## src/rtl/serial_pkg.sv

```systemverilog
// Shared definitions for the serial transmitter: FSM state encoding and default word width.
package serial_pkg;

    localparam int unsigned DEFAULT_WIDTH = 8;

    typedef enum logic {
        IDLE  = 1'b0,
        SHIFT = 1'b1
    } tx_state_e;

endpackage

```

## src/rtl/serial_bit_counter.sv

```systemverilog
// Bit position counter for the serializer; tc_c flags the final (LSB) position of a word.
module serial_bit_counter
    import serial_pkg::*;
#(
    parameter int unsigned WIDTH = DEFAULT_WIDTH
) (
    input  logic                     clk,
    input  logic                     reset,
    input  logic                     clear,
    input  logic                     enable,
    output logic [$clog2(WIDTH)-1:0] count,
    output logic                     tc_c
);

    localparam int unsigned CW = $clog2(WIDTH);
    localparam logic [CW-1:0] LAST = CW'(WIDTH - 1);

    // Clear wins over enable so a reload always restarts at the MSB position.
    always_ff @(posedge clk) begin
        if (reset) begin
            count <= '0;
        end else if (clear) begin
            count <= '0;
        end else if (enable) begin
            count <= count + CW'(1);
        end
    end

    assign tc_c = (count == LAST);

endmodule

```

## src/rtl/serial_tx.sv

```systemverilog
// MSB-first parallel-to-serial transmitter with valid/ready intake, global clock enable and bit strobe.
module serial_tx
    import serial_pkg::*;
#(
    parameter int unsigned WIDTH = DEFAULT_WIDTH
) (
    input  logic             clk,
    input  logic             reset,
    input  logic             tx_enable,
    input  logic             in_valid,
    input  logic [WIDTH-1:0] in_data,
    output logic             in_ready,
    output logic             ser_d,
    output logic             ser_en,
    output logic             ser_last,
    output logic             busy
);

    localparam int unsigned CW = $clog2(WIDTH);
    localparam logic [CW-1:0] PENULT = CW'(WIDTH - 2);

    tx_state_e        state;
    tx_state_e        state_next;
    logic [WIDTH-1:0] shift_reg;
    logic [WIDTH-1:0] shift_next;
    logic             strobe;
    logic             strobe_next;
    logic             last_reg;
    logic             last_next;
    logic             busy_reg;
    logic             busy_next;

    logic [CW-1:0]    bit_cnt;
    logic             cnt_tc;
    logic             transfer;
    logic             advance;
    logic             finish;

    // Ready in IDLE or on the final bit so consecutive words stream with no gap.
    assign in_ready = tx_enable && !reset
                      && ((state == IDLE) || ((state == SHIFT) && cnt_tc));
    assign transfer = in_valid && in_ready;
    assign advance  = tx_enable && (state == SHIFT) && !cnt_tc;
    assign finish   = tx_enable && (state == SHIFT) && cnt_tc && !transfer;

    serial_bit_counter #(
        .WIDTH (WIDTH)
    ) u_bit_counter (
        .clk    (clk),
        .reset  (reset),
        .clear  (transfer || finish),
        .enable (advance),
        .count  (bit_cnt),
        .tc_c   (cnt_tc)
    );

    always_ff @(posedge clk) begin
        if (reset) begin
            state     <= IDLE;
            shift_reg <= '0;
            strobe    <= 1'b0;
            last_reg  <= 1'b0;
            busy_reg  <= 1'b0;
        end else begin
            state     <= state_next;
            shift_reg <= shift_next;
            strobe    <= strobe_next;
            last_reg  <= last_next;
            busy_reg  <= busy_next;
        end
    end

    // Next-state and registered-output logic; with tx_enable low no branch fires and everything holds.
    always_comb begin
        state_next  = state;
        shift_next  = shift_reg;
        strobe_next = strobe;
        last_next   = last_reg;
        busy_next   = busy_reg;

        if (transfer) begin
            state_next  = SHIFT;
            shift_next  = in_data;
            strobe_next = 1'b1;
            last_next   = 1'b0;
            busy_next   = 1'b1;
        end else if (advance) begin
            shift_next  = {shift_reg[WIDTH-2:0], 1'b0};
            strobe_next = 1'b1;
            last_next   = (bit_cnt == PENULT);
        end else if (finish) begin
            state_next  = IDLE;
            shift_next  = '0;
            strobe_next = 1'b0;
            last_next   = 1'b0;
            busy_next   = 1'b0;
        end
    end

    // The current bit always sits in the shift register MSB; the strobe is gated by the enable.
    assign ser_d    = shift_reg[WIDTH-1];
    assign ser_en   = strobe && tx_enable;
    assign ser_last = last_reg;
    assign busy     = busy_reg;

endmodule

```

## config.mk

```make
export PLATFORM = sky130hd
export DESIGN_NAME = serial_tx
export DESIGN_NICKNAME = d
export VERILOG_FILES = /design/src/rtl/serial_pkg.sv /design/src/rtl/serial_bit_counter.sv /design/src/rtl/serial_tx.sv
export SDC_FILE = /design/constraint.sdc
export NUM_CORES = 1
export LEC_CHECK = 0
export ABC_AREA = 1
export CAP_MARGIN = 20
export CORE_ASPECT_RATIO = 1.5
export CORE_MARGIN = 1.5
export CORE_UTILIZATION = 32
export DETAILED_ROUTE_END_ITERATION = 8
export SLEW_MARGIN = 0
export SYNTH_ARGS = -nofsm -noshare
export SYNTH_HDL_FRONTEND = slang
export SYNTH_SLANG_ARGS = --single-unit
```

## constraint.sdc

```tcl
create_clock -name clk -period 2.42 [get_ports clk]
set_clock_uncertainty 0.2 [all_clocks]
set_input_delay 0.484 -clock clk [delete_from_list [all_inputs] [get_ports clk]]
set_output_delay 0.484 -clock clk [all_outputs]
set_load 0.005 [all_outputs]
```

==> flow_summary.yaml <==
floorplanning:
  core_area_mm2: 0.00248
  start_util_pct: 34.3
  die-height_um: 66.2
  fp-row-count: 22
  die_x_um: 45.1
  io_pins: 17
  dieArea_mm2: 0.00298
grt:
  grt_pass1_vias: 749
  globalRouteOverflowTotal: 0
  grt_first_pass_wirelength_um: 3100
  antenna_found_initial: 0
  grt_max_degree: 21
  gr-usage-all-layers_pct: 13.7
synth:
  ys_seq_area_share_pct: 32.9
  synth_common_cells: "nand2_1 (33), inv_1 (21), dfxtp_1 (14)"
  post-synth-top-area-cell: "dfxtp_1"
  synth_area_per_cell_um2: 6.75
  synth_nets: 141
  synth.top_cell.area_share_pct: 32.9
  syn-cell-area_um2: 851
  ys.flop_type: "dfxtp_1"
  async_reset_ff_share_pct: 0
  synth_edf_count: 0
  yosysUniqueCellTypes: 23
  synth_most_common_cell: "nand2_1"
  yosys-top-cells-area: "dfxtp_1 (33%), nand2_1 (15%), inv_1 (9.3%), nand3_1 (5.3%), o21ai_0 (5.3%)"
  ys.warnings.count: 0
  synth-seq-cells: 14
  syn_inst: 126
job:
  cap_viol_max_count: 0
sta:
  finalMaxSlewViolations: 0
  max-slew-margin-rel_pct: 80.4
  tightest_slew_ps: 292
  setup_ws_ps: 374
  finalHoldViolCount: 0
  finalSetupViolations: 0
  rsz0062_at_grt: "false"
  period_needed_ps: 2050
  fmax_mhz: 489
  timing.final.crit_share_pct: 84.5
cts:
  clk_latency_ps: 290
  cts_tree: "done"
  ctsHoldBuffers: 0
  clkTransAtPathRegs_ps: 90
  cts_max_path_buffers: 2
  cts-root-buf: "clkbuf_4"
  clock-sinks: 14
  cts_buffers: 3
  htreeDepth: 1
worst_setup_path:
  crit_type: "register to output pin"
  cp-endpoint: "in_ready"
  cp.required_ps: 1740
  worstPathArrival_ps: 1360
  critical_path.startpoint: "u_bit_counter.count[0]"
  rr_worst_depth: 9
  r2r_start: "u_bit_counter.count[0]"
  r2r-end: "busy"
  path_max_fanout: 3
  startpoint_type: "register"
  cp-end-kind: "output pin"
  r2r_setup_slack_ps: 670
final_layout:
  fin_cells: 174
  stdcell_area_mm2: 0.00111
  drive_above_1_share_pct: 16.0
  nets: 166
  syn_to_final_growth_pct: 30.1
  post-route-util_pct: 44.7
  antenna_cells: 0
  largest_reg_flops: 8
  fill_cells: 275
  multi_input_area_um2: 448
  seqCellArea_um2: 283
run_status:
  status: "finished, final reports clean"
placement:
  finalWeightedCongestion: 0.787
  dpl_worst_slack_ps: -83.4
  hpwl_um: 1320
  dp.cells: 167
  port_buffers: 16
  postPlaceCellArea_mm2: 0.00104
routing:
  vias: 840
  ant_nets: 0
  vias_per_cell: 4.83
  routed_wl_um: 1790
  firstDrtPassIters: 4
  drcViolationCount: 0
  routedWlPerCell_um: 10.3
  drtIter0Drc: 10
power_and_ir_drop:
  p_per_area_mw_per_mm2: 468
  power.total_uw: 519
  leakage_uw: 0.000572
  peakVddDrop_uv: 309
min_path:
  hold_path.class: "register to register"
==> layer usage <==
metal / vias to the layer above / global-route usage [%] / wire length (um)
li1: 444 / - / -
met1: 374 / 17.8 / 790
met2: 17 / 22.0 / 886
met3: 5 / 1.91 / 77
met4: 0 / 5.51 / 38
met5: - / 0 / 0
==> cells by family (layout without fill, tap and decap cells) <==
group	count (synthesis)	count (layout)	synth area share, %
simple gates	67	67	39.1
flops	14	14	32.9
compound gates	14	14	8.82
buf+inv	28	52	14.7
fa+ha+maj	3	3	4.41
==> cell type report <==
cell class	instances	share of cell area [%]
Clock buffer	4	3.28
Sequential cell	14	25.5
Timing Repair Buffer	24	19.9
Multi-Input combinational cell	84	40.5
Inverter	24	8.14
Tap cell	24	2.71
==> worst max-delay path: stages, from the launching register on <==
cell	delay, ps
dfxtp_2	340
ha_1	190
ha_2	180
inv_2	70
nand2_4	50
nand2_1	60
inv_1	40
dlymetal6s2s_1	140
==> placed cells by master, fill, tap and decap left out, drive strengths merged <==
cell type	count
nand2	35
inv	23
dfxtp	14
clkdlybuf4s50	13
nor2	12
nand3	10
o21ai	9
buf	8
nand4	7
a21oi	4
clkbuf	4
ha	3
nand3b	2
dlygate4sd2	2
clkinv	1
or2	1
a31oi	1
dlymetal6s2s	1
==> repair_timing <==
action                                  CTS  global route
endpoints found under the setup margin    1             1
resized for setup                         4             3
setup buffers                             2             1
==> worst min-delay path by stage <==
stage | from | to | cells past startpoint
finish | u_bit_counter.count[1] | u_bit_counter.count[1] | 2
floorplan | shift_reg[0] | shift_reg[0] | 2
global route | u_bit_counter.count[1] | u_bit_counter.count[1] | 2
detailed placement | shift_reg[0] | shift_reg[0] | 2
CTS | shift_reg[0] | shift_reg[0] | 2
global placement | shift_reg[0] | shift_reg[0] | 2
==> report_power, final <==
group / internal, uW / total, uW / switching [uW]
Combinational: 47.4 / 96.7 / 49.3
Sequential: 242 / 247 / 5.01
Clock: 91.7 / 175 / 83.0
Total: 381 / 519 / 137
==> stage by stage <==
step	TNS (ps)	hold slack, ps
3_3_place_gp	-73.1	269
6_report	0	282
3_5_place_dp	-83.4	279
4_1_cts	0	294
2_1_floorplan	0	251
5_1_grt	0	307
No activity file was read; power rests on OpenSTA's default activity.
